## config.mk

```make
export PLATFORM = sky130hd
export DESIGN_NAME = spi_master_tx_flat
export DESIGN_NICKNAME = d
export VERILOG_FILES = /design/src/rtl/spi_master_tx_if.sv /design/src/rtl/spi_master_tx.sv /design/src/flat_wrapper.sv
export SDC_FILE = /design/constraint.sdc
export NUM_CORES = 1
export LEC_CHECK = 0
export BUFFER_PORTS_ARGS = -buffer_cell sky130_fd_sc_hd__buf_2
export CORE_UTILIZATION = 45
export DETAILED_ROUTE_END_ITERATION = 8
export GPL_TIMING_DRIVEN = 0
export PLACE_DENSITY_LB_ADDON = 0.08
export RECOVER_POWER = 100
export SLEW_MARGIN = 20
export SYNTH_ARGS = -nofsm -noshare
export SYNTH_HDL_FRONTEND = slang
export SYNTH_SLANG_ARGS = --single-unit
```

## constraint.sdc

```tcl
create_clock -name clk -period 2.84 [get_ports clk]
set_input_delay 0.426 -clock clk [delete_from_list [all_inputs] [get_ports clk]]
set_output_delay 0.426 -clock clk [all_outputs]
set_load 0.05 [all_outputs]
```

## src/rtl/spi_master_tx_if.sv

```systemverilog
// Handshake and serial-bus bundle for spi_master_tx.
// The master modport is the transmitter's view; slave is the host/bench view.
interface spi_master_tx_if #(
    parameter int DATA_WIDTH = 32
);
    logic [DATA_WIDTH-1:0] tx_data;
    logic                  tx_valid;
    logic                  tx_ready;
    logic                  SS;
    logic                  SCLK;
    logic                  MOSI;
    logic                  busy;
    logic                  done;

    modport master (
        input  tx_data, tx_valid,
        output tx_ready, SS, SCLK, MOSI, busy, done
    );

    modport slave (
        output tx_data, tx_valid,
        input  tx_ready, SS, SCLK, MOSI, busy, done
    );
endinterface

```

## src/rtl/spi_master_tx.sv

```systemverilog
// SPI mode-0 transmit-only master: sends LEAD_BITS zeros then a DATA_WIDTH payload MSB first.
// Every output is a register that reflects the current state.
module spi_master_tx #(
    parameter int DATA_WIDTH = 32,
    parameter int CLK_DIV    = 4,
    parameter int LEAD_BITS  = 1,
    parameter int GAP_CYCLES = 8
) (
    input  logic             clk,
    input  logic             reset,
    spi_master_tx_if.master  bus
);
    localparam int NW = LEAD_BITS + DATA_WIDTH;
    localparam int BW = $clog2(NW + 1);
    // The IDLE accept cycle also keeps SS high, so GAP itself covers one cycle fewer.
    localparam int GAP_LEN = (GAP_CYCLES > 1) ? GAP_CYCLES - 1 : 1;

    localparam logic [7:0]    DIV_LOAD = 8'(CLK_DIV - 1);
    localparam logic [7:0]    GAP_LOAD = 8'(GAP_LEN - 1);
    localparam logic [BW-1:0] BIT_LAST = BW'(NW - 1);

    typedef enum logic [2:0] {IDLE, SETUP, SHIFT, HOLD, GAP} state_t;

    state_t          state_q, state_d;
    logic [NW-1:0]   shreg_q, shreg_d;
    logic [7:0]      div_q, div_d;
    logic [BW-1:0]   bit_q, bit_d;
    logic [7:0]      gap_q, gap_d;
    logic            ss_q, ss_d;
    logic            sclk_q, sclk_d;
    logic            mosi_q, mosi_d;
    logic            ready_q, ready_d;
    logic            busy_q, busy_d;
    logic            done_q, done_d;

    logic [NW-1:0]   loadWord;
    logic [NW-1:0]   shifted;

    assign loadWord = NW'(bus.tx_data);
    assign shifted  = shreg_q << 1;

    always_ff @(posedge clk or negedge reset) begin
        if (!reset) begin
            state_q <= IDLE;
            shreg_q <= '0;
            div_q   <= '0;
            bit_q   <= '0;
            gap_q   <= '0;
            ss_q    <= 1'b1;
            sclk_q  <= 1'b0;
            mosi_q  <= 1'b0;
            ready_q <= 1'b0;
            busy_q  <= 1'b0;
            done_q  <= 1'b0;
        end else begin
            state_q <= state_d;
            shreg_q <= shreg_d;
            div_q   <= div_d;
            bit_q   <= bit_d;
            gap_q   <= gap_d;
            ss_q    <= ss_d;
            sclk_q  <= sclk_d;
            mosi_q  <= mosi_d;
            ready_q <= ready_d;
            busy_q  <= busy_d;
            done_q  <= done_d;
        end
    end

    always_comb begin
        state_d = state_q;
        shreg_d = shreg_q;
        div_d   = div_q;
        bit_d   = bit_q;
        gap_d   = gap_q;
        ss_d    = ss_q;
        sclk_d  = sclk_q;
        mosi_d  = mosi_q;
        done_d  = 1'b0;

        case (state_q)
            IDLE: begin
                if (ready_q && bus.tx_valid) begin
                    state_d = SETUP;
                    shreg_d = loadWord;
                    mosi_d  = loadWord[NW-1];
                    ss_d    = 1'b0;
                    sclk_d  = 1'b0;
                    div_d   = DIV_LOAD;
                    bit_d   = '0;
                end
            end
            SETUP: begin
                if (div_q == 8'd0) begin
                    state_d = SHIFT;
                    sclk_d  = 1'b1;
                    div_d   = DIV_LOAD;
                end else begin
                    div_d = div_q - 8'd1;
                end
            end
            SHIFT: begin
                // MOSI advances only together with the SCLK fall.
                if (div_q != 8'd0) begin
                    div_d = div_q - 8'd1;
                end else if (sclk_q) begin
                    sclk_d  = 1'b0;
                    div_d   = DIV_LOAD;
                    shreg_d = shifted;
                    mosi_d  = shifted[NW-1];
                end else if (bit_q == BIT_LAST) begin
                    state_d = HOLD;
                    div_d   = DIV_LOAD;
                end else begin
                    bit_d  = bit_q + BW'(1);
                    sclk_d = 1'b1;
                    div_d  = DIV_LOAD;
                end
            end
            HOLD: begin
                if (div_q == 8'd0) begin
                    state_d = GAP;
                    ss_d    = 1'b1;
                    mosi_d  = 1'b0;
                    done_d  = 1'b1;
                    gap_d   = GAP_LOAD;
                end else begin
                    div_d = div_q - 8'd1;
                end
            end
            GAP: begin
                if (gap_q == 8'd0) begin
                    state_d = IDLE;
                end else begin
                    gap_d = gap_q - 8'd1;
                end
            end
            default: begin
                state_d = IDLE;
            end
        endcase

        ready_d = (state_d == IDLE);
        busy_d  = (state_d != IDLE);
    end

    assign bus.tx_ready = ready_q;
    assign bus.SS       = ss_q;
    assign bus.SCLK     = sclk_q;
    assign bus.MOSI     = mosi_q;
    assign bus.busy     = busy_q;
    assign bus.done     = done_q;
endmodule

```

## src/flat_wrapper.sv

```systemverilog
// flat-port wrapper written by rule: the top's interface ports become plain ports
module spi_master_tx_flat 
#(
    parameter int DATA_WIDTH = 32,
    parameter int CLK_DIV    = 4,
    parameter int LEAD_BITS  = 1,
    parameter int GAP_CYCLES = 8
)
  (clk, reset, bus_tx_data, bus_tx_valid, bus_tx_ready, bus_SS, bus_SCLK, bus_MOSI, bus_busy, bus_done);
  spi_master_tx_if #(.DATA_WIDTH(DATA_WIDTH)) bus_i ();
  input  logic clk;
  input  logic reset;
  input wire logic [$bits(bus_i.tx_data)-1:0] bus_tx_data;
  input wire logic [$bits(bus_i.tx_valid)-1:0] bus_tx_valid;
  output wire logic [$bits(bus_i.tx_ready)-1:0] bus_tx_ready;
  output wire logic [$bits(bus_i.SS)-1:0] bus_SS;
  output wire logic [$bits(bus_i.SCLK)-1:0] bus_SCLK;
  output wire logic [$bits(bus_i.MOSI)-1:0] bus_MOSI;
  output wire logic [$bits(bus_i.busy)-1:0] bus_busy;
  output wire logic [$bits(bus_i.done)-1:0] bus_done;
  assign bus_i.tx_data = bus_tx_data;
  assign bus_i.tx_valid = bus_tx_valid;
  assign bus_tx_ready = bus_i.tx_ready;
  assign bus_SS = bus_i.SS;
  assign bus_SCLK = bus_i.SCLK;
  assign bus_MOSI = bus_i.MOSI;
  assign bus_busy = bus_i.busy;
  assign bus_done = bus_i.done;
  spi_master_tx #(.DATA_WIDTH(DATA_WIDTH), .CLK_DIV(CLK_DIV), .LEAD_BITS(LEAD_BITS), .GAP_CYCLES(GAP_CYCLES)) u_core (.clk(clk), .reset(reset), .bus(bus_i));
endmodule
```

==> results of run 1 <==
area by class of cell:
cell class | count | area [um^2]
fillers | 691 | 3341
multi-input cells | 205 | 1663
flip-flops and latches | 63 | 1578
repair buffers | 41 | 196.4
clock buffers | 9 | 123.9
well taps | 99 | 123.9
clock inverters | 7 | 78.83
plain buffers | 15 | 61.31
inverters | 13 | 48.80
Yosys cell counts (all sizes together) (4+ instances only):
master	count
nand3	5
o31ai	6
a22oi	6
or4	10
nand2	15
or3	10
clkbuf	11
a21oi	10
ha	5
nor3	5
dfrtp	62
nor2	13
mux2	62
buf	4
inv	11
o21ai	9
nor3b	4
metrics by stage:
step / total power, uW / instance area (um^2)
floorplan: 2702 / 3339
global placement: 3017 / 3664
detailed placement: 3068 / 3692
CTS: 3879 / 3895
global route: 4125 / 3874
finish: 3833 / 3874
worst paths after layout:
kind / startpoint / end / slack [ns] / cells past startpoint
setup / recovery: u_core.div_q[0] / u_core.shreg_q[25] / 0.19 / 8
hold / removal: bus_tx_data[0] / u_core.shreg_q[0] / 0.30 / 2
setup reg to reg: u_core.div_q[0] / u_core.shreg_q[25] / 0.19 / 8
hold reg to reg: u_core.shreg_q[0] / u_core.shreg_q[0] / 0.50 / 1
max in group asynchronous: reset / u_core.bit_q[5] / 0.80 / 2
min in group asynchronous: reset / u_core.div_q[4] / 0.48 / 1
flip-flops by register name, summed over array words and instances (netlist names):
register / flops
u_core.shreg_q: 32
u_core.div_q: 8
u_core.gap_q: 8
u_core.bit_q: 6
u_core.state_q: 3
u_core.bus.MOSI: 1
u_core.bus.SCLK: 1
u_core.bus.SS: 1
u_core.bus.busy: 1
u_core.bus.done: 1
u_core.bus.tx_ready: 1
power by group through the flow:
stage / clock network [uW] / logic (uW) / registers, uW
global placement: 0 / 1480 / 1530
floorplan: 0 / 1130 / 1570
global route: 872 / 1660 / 1590
CTS: 821 / 1520 / 1540
finish: 800 / 1490 / 1540
detailed placement: 0 / 1520 / 1550
worst max-delay path, delay by kind of cell (launching register included):
family                     cells  cell delay [ns]
AOI/OAI and AO/OA              1             0.33
adders and majority gates      1             0.17
buffers and inverters          3             0.64
DFF                            1             0.42
muxes                          1             0.36
and+or+nand+nor                2             0.62
cell families after synthesis:
group | share of synthesized area, %
muxes | 21.51
xor gates and xnor gates | 0.7870
and+or+nand+nor | 14.35
AOI/OAI and AO/OA | 10.79
buffers and inverters | 3.447
adders and majority gates | 1.873
DFF | 47.25
routing by layer:
layer	vias up	share of wire (%)	track usage, %
li1	1216	-	-
met1	1205	49	25.68
met2	39	47	29.74
met3	4	4.0	6.786
met4	0	0.70	4.839
met5	-	0	0
==> reports/qor.yml, run 1 <==
detailed_routing:
  drtIter0Drc: 112
  first_pass_iters: 4
  vias: 2464
  drc: 0
  routed_wl_um: 6611
  vias_per_cell: 5.451
  antenna_left: 0
  wire_per_inst_um: 14.63
cts:
  h-tree-depth: 3
  clkTransAtPathRegs_ns: 0.07
  cts-buffers-inserted: 9
  cts_max_path_buffers: 2
  clock_sinks: 63
  cts_tree: "built"
  post-cts-setup-buffers: 0
  clk_latency_ns: 0.35
  root_buffer: "clkbuf_8"
  post_cts_resized: 0
  hold_buffers: 0
synthesis:
  netlist_instances: 296
  async_flop_share_pct: 100.0
  synth_nets: 336
  ys_top_cells_by_area: "dfrtp_1 46%, mux2_2 21%, or4_1 2.0%"
  yosys_warnings: 0
  yosys.area.top_type: "dfrtp_1"
  synth-seq-cells: 63
  synth_top_area_share_pct: 46.46
  netlist_area_um2: 3339
  ys.flop_type: "dfrtp_1"
  ys_seq_area_share_pct: 47.25
  synth_edf_count: 0
  synth.distinct_cells: 56
  syn-mean-instance-area_um2: 11.28
setup_path:
  cp-start-kind: "flip-flop"
  crit_top_cell: "clkbuf_1"
  critical_path_class: "reg2reg"
  endpoint_kind: "flip-flop"
  crit_chain: "inv_1 > ha_1 > or4b_1 > clkbuf_1 > o32ai_1 > nand2_1 > clkbuf_1 > mux2_2"
  crit_fanout: 10
  worst_ep_arrival_time_ns: 2.88
  slowest_delay_ns: 0.43
  critPathSlowestCell: "or4b_1"
  required_ns: 3.07
outcome:
  failed_checks: "max-capacitance violations, max-slew violations"
  outcome: "finished with violations"
global_route:
  antenna_found_initial: 0
  track_usage_pct: 19.16
  grt_max_degree: 34
  gr-total-overflow: 0
  first_global_vias: 2347
  grt_pass1_wl_um: 11240
sta:
  slew_headroom_pct: -7.388
  hold_ws_ns: 0.3041
  finalClockSkew_ns: 0.01035
  finalHoldViolCount: 0
  finalCriticalPeriod_ns: 2.654
  rsz0062_at_grt: "no"
  max_freq_mhz: 376.8
  worst_slew_pin_slew_ns: 1.611
  fin_tns_setup_ns: 0
  setup_viol: 0
  worst_slack_ns: 0.1861
  slew_viol_final: 32
  fin_crit_sh_pct: 93.45
floorplan:
  coreArea_um2: 7214
  fp.dieH_um: 88.15
  num_io_pins: 41
  num_rows: 31
  dieArea_um2: 7770
  start_util_pct: 46.29
  die_x_um: 88.15
place:
  place_ws_ns: 0.2626
  place_inst: 436
  io_buffers: 40
  post-dp-hpwl_um: 4650
  gp_routability_congestion: 0.8356
final_layout:
  fin_util_pct: 53.69
  fin_cells: 452
  fin_nets: 388
  antenna_cells: 0
  layout_common_cells: "62 x mux2_2, 62 x dfrtp_1, 33 x buf_2, 19 x clkbuf_1, 15 x nand2_1"
  synthToLayoutAreaGrowth_pct: 16.00
  layout-drive-gt1-share_pct: 35.69
power_and_ir_drop:
  intPower_uw: 2408
  p_per_area_nw_per_um2: 989.5
  seqPwrFrac_pct: 40.2
  power_frac_clock_pct: 20.9
  ir_worst_vdd_mv: 0.3856
  leakage_uw: 0.001652
  power.switching_uw: 1425
  p_sw_share_pct: 37.18
  pwr-share-comb_pct: 38.9
hold_path:
  hold_path.class: "in2reg"
job:
  max-cap-violations: 1
Power figures use the tool's default switching activity.
==> run 2, diff against run 1 <==
--- a/config.mk
+++ b/config.mk
@@ -6,7 +6,7 @@
 export NUM_CORES = 1
 export LEC_CHECK = 0
 export BUFFER_PORTS_ARGS = -buffer_cell sky130_fd_sc_hd__buf_2
-export CORE_UTILIZATION = 45
+export CORE_UTILIZATION = 50
 export DETAILED_ROUTE_END_ITERATION = 8
 export GPL_TIMING_DRIVEN = 0
 export PLACE_DENSITY_LB_ADDON = 0.08
==> reports/qor.yml, run 2 (synthesized netlist as in run 1, its figures left out) <==
outcome:
  outcome: "completed"  # was finished with violations
power_and_ir_drop:
  seqPwrFrac_pct: 42.2  # was 40.2%
  power.switching_uw: 1360  # was 1425 uW
  p_per_area_nw_per_um2: 968.0  # was 989.5 nW/um^2
  leakage_uw: 0.001636  # was 0.001652 uW
  pwr-share-comb_pct: 40.8  # was 38.9%
  p_sw_share_pct: 37.09  # was 37.18%
  power_frac_clock_pct: 17.0  # was 20.9%
  ir_worst_vdd_mv: 0.4655  # was 0.3856 mV
  intPower_uw: 2307  # was 2408 uW
sta:
  setup_viol: 0  # unchanged
  finalCriticalPeriod_ns: 2.654  # about the same
  fin_crit_sh_pct: 93.46  # was 93.45%
  worst_slack_ns: 0.1858  # was 0.1861 ns
  finalHoldViolCount: 0  # unchanged
  finalClockSkew_ns: 0.01201  # was 0.01035 ns
  max_freq_mhz: 376.8  # about the same
  slew_headroom_pct: 9.380  # was -7.388%
  fin_tns_setup_ns: 0  # unchanged
  slew_viol_final: 0  # was 32
  worst_slew_pin_slew_ns: 1.359  # was 1.611 ns
  rsz0062_at_grt: "no"  # unchanged
setup_path:
  required_ns: 3.08  # was 3.07 ns
  slowest_delay_ns: 0.51  # was 0.43 ns
  cp_num_buf_inv: 3  # unchanged
  critPathTopFamily: "simple AND/OR/NAND/NOR gates"  # was buffers and inverters
  critical_path_class: "reg2reg"  # unchanged
  crit_fanout: 10  # unchanged
  endpoint_kind: "flip-flop"  # unchanged
  critPathSlowestCell: "or4_1"  # was or4b_1
  cp-start-kind: "flip-flop"  # unchanged
  worst_ep_arrival_time_ns: 2.90  # was 2.88 ns
  crit_chain: "inv_1 > ha_1 > or4b_1 > buf_2 > or3_1 > clkbuf_2 > or4_1 > a21oi_1"  # was inv_1 > ha_1 > or4b_1 > clkbuf_1 > o32ai_1 > nand2_1 > clkbuf_1 > mux2_2
  reg2regPathDepth: 8  # unchanged
  cp.depth: 8  # unchanged
final_layout:
  fin_cells: 428  # was 452
  synthToLayoutAreaGrowth_pct: 13.45  # was 16.00%
  largest_reg_flops: 32  # unchanged
  fin_util_pct: 59.33  # was 53.69%
  antenna_cells: 0  # unchanged
  regMostFlops: "u_core.shreg_q"  # unchanged
  layout-drive-gt1-share_pct: 34.19  # was 35.69%
  fin_nets: 388  # unchanged
  layout_common_cells: "62 x mux2_2, 62 x dfrtp_1, 34 x buf_2, 21 x clkbuf_1, 15 x nand2_1"  # was 62 x mux2_2, 62 x dfrtp_1, 33 x buf_2, 19 x clkbuf_1, 15 x nand2_1
  reg_top3: "u_core.shreg_q: 32 flops, u_core.div_q: 8 flops, u_core.gap_q: 8 flops"  # unchanged
global_route:
  antenna_found_initial: 0  # unchanged
  track_usage_pct: 20.12  # was 19.16%
  grt_pass1_wl_um: 11210  # was 11240 um
  grt_max_degree: 39  # was 34
  gr-total-overflow: 0  # unchanged
  first_global_vias: 2431  # was 2347
place:
  place_inst: 414  # was 436
  place_ws_ns: 0.2509  # was 0.2626 ns
  gp_routability_congestion: 0.8232  # was 0.8356
  post-dp-hpwl_um: 4558  # was 4650 um
  io_buffers: 40  # unchanged
cts:
  clock_sinks: 63  # unchanged
  cts-buffers-inserted: 9  # unchanged
  h-tree-depth: 3  # unchanged
  clkTransAtPathRegs_ns: 0.07  # about the same
  cts_max_path_buffers: 2  # unchanged
  root_buffer: "clkbuf_8"  # unchanged
  cts_tree: "built"  # unchanged
  clk_latency_ns: 0.33  # was 0.35 ns
floorplan:
  fp.dieH_um: 83.73  # was 88.15 um
  num_io_pins: 41  # unchanged
  die_x_um: 83.73  # was 88.15 um
  start_util_pct: 52.29  # was 46.29%
  num_rows: 29  # was 31
  dieArea_um2: 7010  # was 7770 um^2
  coreArea_um2: 6386  # was 7214 um^2
job:
  max-cap-violations: 0  # was 1
detailed_routing:
  vias_per_cell: 5.778  # was 5.451
  antenna_left: 0  # unchanged
  routed_wl_um: 6522  # was 6611 um
  wire_per_inst_um: 15.24  # was 14.63 um
  vias: 2473  # was 2464
  first_pass_iters: 4  # unchanged
  drc: 0  # unchanged
  drtIter0Drc: 101  # was 112
hold_path:
  min_path_cells: 2  # unchanged
  hold_path.class: "in2reg"  # unchanged
-- run 2: changes by cell type in the layout (fill, tap and decap cells not counted), sizes merged --
cell | previous run | this run
buf | 35 | 36
bufinv | 1 | 0
clkbuf | 30 | 32
clkinv | 3 | 4
clkinvlp | 3 | 0
inv | 13 | 11
-- run 2: worst paths after layout --
check | from | to | slack (ns)
min reg2reg | u_core.shreg_q[16] | u_core.shreg_q[16] | 0.50
min in group asynchronous | reset | u_core.div_q[6] | 0.39
max reg2reg | u_core.div_q[0] | u_core.bit_q[5] | 0.19
max | u_core.div_q[0] | u_core.bit_q[5] | 0.19
min | bus_tx_data[0] | u_core.shreg_q[0] | 0.32
max in group asynchronous | reset | u_core.bit_q[4] | 0.86
-- run 2: power groups by stage --
stage | clock network (uW) | logic [uW] | registers (uW)
finish | 623 | 1500 | 1550
global route | 690 | 1670 | 1590
CTS | 652 | 1520 | 1540
detailed placement | 0 | 1520 | 1550
global placement | 0 | 1480 | 1530
floorplan | 0 | 1130 | 1570
-- run 2: area by class of cell --
class | instances | area (um^2)
clock buffer | 12 | 135.1
sequential | 63 | 1578
buffer | 15 | 62.56
tap | 77 | 96.34
multi-input combinational | 205 | 1662
inverter | 13 | 48.80
fill | 563 | 2597
timing repair buffer | 41 | 196.4
clock inverter | 2 | 10.01
-- run 2: layer usage --
layer  vias up  track usage, %  wire [um]
met4         0           6.471         23
met2        41           31.41       3062
li1       1207               -          -
met3         2           6.330        252
met1      1223           26.70       3183
met5         -               0          0
-- run 2: metrics by stage --
| stage | hold slack, ns | area, um^2 | power, uW |
|---|---|---|---|
| 6_report | 0.3218 | 3789 | 3668 |
| 5_1_grt | 0.3194 | 3789 | 3949 |
| 4_1_cts | 0.0004388 | 3810 | 3708 |
| 2_1_floorplan | 0.1304 | 3339 | 2702 |
| 3_3_place_gp | 0.4810 | 3636 | 3011 |
| 3_5_place_dp | 0.3681 | 3665 | 3065 |
-- run 2: worst reg2reg max path, delay by kind of cell (launching register included) --
family          cells  cell delay [ns]
simple gates        3             1.30
compound gates      1             0.16
buf+inv             3             0.48
flops               1             0.43
fa+ha+maj           1             0.20
-- run 2: what timing repair did --
action,4_1_cts,5_1_grt
setup buffers,0,0
gates resized for setup,0,1
endpoints found under the setup margin,0,7
hold buffers,0,0
==> run 3, diff against run 2 <==
--- a/config.mk
+++ b/config.mk
@@ -10,7 +10,6 @@
 export DETAILED_ROUTE_END_ITERATION = 8
 export GPL_TIMING_DRIVEN = 0
 export PLACE_DENSITY_LB_ADDON = 0.08
-export RECOVER_POWER = 100
 export SLEW_MARGIN = 20
 export SYNTH_ARGS = -nofsm -noshare
 export SYNTH_HDL_FRONTEND = slang
==> reports/qor.yml, run 3 (synthesized netlist as in run 1, its figures left out) <==
outcome:
  outcome: "finished with violations"  # was completed
  failed_checks: "negative hold slack"
final_layout:
  regMostFlops: "u_core.shreg_q"  # unchanged
  reg_top3: "u_core.shreg_q: 32 flops, u_core.div_q: 8 flops, u_core.gap_q: 8 flops"  # unchanged
  fin_cells: 428  # unchanged
  layout-drive-gt1-share_pct: 36.47  # was 34.19%
  fin_nets: 388  # unchanged
  layout_common_cells: "62 x mux2_2, 62 x dfrtp_1, 40 x buf_2, 15 x nand2_1"  # was 62 x mux2_2, 62 x dfrtp_1, 34 x buf_2, 21 x clkbuf_1, 15 x nand2_1
  largest_reg_flops: 32  # unchanged
  n_fill_cell: 555  # was 563
  antenna_cells: 0  # unchanged
  synthToLayoutAreaGrowth_pct: 14.35  # was 13.45%
  fin_util_pct: 59.80  # was 59.33%
power_and_ir_drop:
  pwr-share-comb_pct: 41.1  # was 40.8%
  intPower_uw: 2325  # was 2307 uW
  p_per_area_nw_per_um2: 965.8  # was 968.0 nW/um^2
  ir_worst_vdd_mv: 0.4676  # was 0.4655 mV
  power.switching_uw: 1363  # was 1360 uW
  seqPwrFrac_pct: 41.9  # was 42.2%
  power_frac_clock_pct: 17.0  # about the same
  leakage_uw: 0.001671  # was 0.001636 uW
  p_sw_share_pct: 36.96  # was 37.09%
floorplan:
  dieArea_um2: 7010  # unchanged
  die_x_um: 83.73  # unchanged
  num_io_pins: 41  # unchanged
  num_rows: 29  # unchanged
  fp.dieH_um: 83.73  # unchanged
  start_util_pct: 52.29  # unchanged
  coreArea_um2: 6386  # unchanged
detailed_routing:
  drtIter0Drc: 106  # was 101
  wl_met2_um: 3053  # was 3062 um
  antenna_left: 0  # unchanged
  met1_length_um: 3174  # was 3183 um
  drc: 0  # unchanged
  first_pass_iters: 4  # unchanged
  wire_per_inst_um: 15.25  # was 15.24 um
  highest_layer: "met4"  # unchanged
  vias: 2478  # was 2473
  routed_wl_um: 6526  # was 6522 um
  vias_per_cell: 5.790  # was 5.778
  met3_length_um: 263  # was 252 um
global_route:
  antenna_found_initial: 0  # unchanged
  track_usage_pct: 20.12  # unchanged
  gr-total-overflow: 0  # unchanged
  first_global_vias: 2431  # unchanged
  grt_max_degree: 39  # unchanged
  grt_pass1_wl_um: 11210  # unchanged
setup_path:
  cp.depth: 8  # unchanged
  critPathTopFamily: "simple AND/OR/NAND/NOR gates"  # unchanged
  worst_ep_arrival_time_ns: 2.90  # about the same
  cp_num_buf_inv: 3  # unchanged
  crit_chain: "inv_1 > ha_1 > or4b_1 > buf_2 > or3_1 > clkbuf_2 > or4_1 > a21oi_1"  # unchanged
  critPathSlowestCell: "or4_1"  # unchanged
  slowest_delay_ns: 0.51  # about the same
  required_ns: 3.09  # was 3.08 ns
  crit_fanout: 10  # unchanged
  reg2regPathDepth: 8  # unchanged
  critical_path_class: "reg2reg"  # unchanged
  cp-start-kind: "flip-flop"  # unchanged
  endpoint_kind: "flip-flop"  # unchanged
cts:
  cts_max_path_buffers: 2  # unchanged
  h-tree-depth: 3  # unchanged
  cts-buffers-inserted: 9  # unchanged
  clkTransAtPathRegs_ns: 0.07  # about the same
  cts_tree: "built"  # unchanged
  clk_latency_ns: 0.33  # about the same
  root_buffer: "clkbuf_8"  # unchanged
  hold_buffers: 0  # unchanged
  clock_sinks: 63  # unchanged
sta:
  finalCriticalPeriod_ns: 2.653  # was 2.654 ns
  max_freq_mhz: 376.9  # was 376.8 MHz
  worst_slew_pin_slew_ns: 1.047  # was 1.359 ns
  finalClockSkew_ns: 0.01187  # was 0.01201 ns
  hold_ws_ns: -0.002482  # was 0.3218 ns
  rsz0062_at_grt: "no"  # unchanged
  finalHoldViolCount: 2  # was 0
  setup_viol: 0  # unchanged
  slew_viol_final: 0  # unchanged
  fin_tns_setup_ns: 0  # unchanged
  slew_headroom_pct: 29.68  # was 9.380%
  fin_crit_sh_pct: 93.43  # was 93.46%
place:
  place_inst: 414  # unchanged
  io_buffers: 40  # unchanged
  gp_routability_congestion: 0.8232  # unchanged
  post-dp-hpwl_um: 4558  # unchanged
hold_path:
  hold_path.class: "in2async"  # was in2reg
job:
  max-cap-violations: 0  # unchanged
==> run 3: power by group through the flow <==
stage               clock network (uW)  logic (uW)  registers (uW)
detailed placement                   0        1520            1550
global route                       690        1680            1590
floorplan                            0        1130            1570
CTS                                652        1520            1540
global placement                     0        1480            1530
finish                             626        1520            1550
==> run 3: area by class of cell <==
type                       count  area, um^2  area share, %
buffer                        15       66.31          1.737
clock buffer                  12       135.1          3.539
clock inverter                 2       10.01         0.2621
inverter                      13       48.80          1.278
multi-input combinational    205        1662          43.51
sequential                    63        1578          41.32
tap                           77       96.34          2.523
timing repair buffer          41       222.7          5.832
==> run 3: routing by layer <==
| metal | GRT usage, % | up-vias |
|---|---|---|
| li1 | - | 1207 |
| met1 | 26.70 | 1223 |
| met2 | 31.41 | 44 |
| met3 | 6.330 | 4 |
| met4 | 6.471 | 0 |
| met5 | 0 | - |
==> run 3: per-stage QoR <==
step / worst slack, ns / hold WS, ns / cell area, um^2 / power, uW
2_1_floorplan: 0.4382 / 0.1304 / 3339 / 2702
3_3_place_gp: 0.2495 / 0.4810 / 3636 / 3011
3_5_place_dp: 0.2509 / 0.3681 / 3665 / 3065
4_1_cts: 0.2099 / 0.0004388 / 3810 / 3708
5_1_grt: 0.02372 / 0.005416 / 3819 / 3967
6_report: 0.1866 / -0.002482 / 3819 / 3688
==> run 3: timing repair <==
action | CTS | global route
setup endpoints to repair | 0 | 7
resized for setup | 0 | 1
setup buffers | 0 | 0
==> run 3: final timing paths <==
check                                    from            endpoint  slack (ns)
max                           u_core.div_q[0]     u_core.bit_q[5]        0.19
min                                     reset     u_core.div_q[6]      -0.002
max reg2reg                   u_core.div_q[0]     u_core.bit_q[5]        0.19
min reg2reg                u_core.shreg_q[16]  u_core.shreg_q[16]        0.50
max in group asynchronous               reset       u_core.bus.SS        2.26
min in group clk               bus_tx_data[0]   u_core.shreg_q[0]        0.32
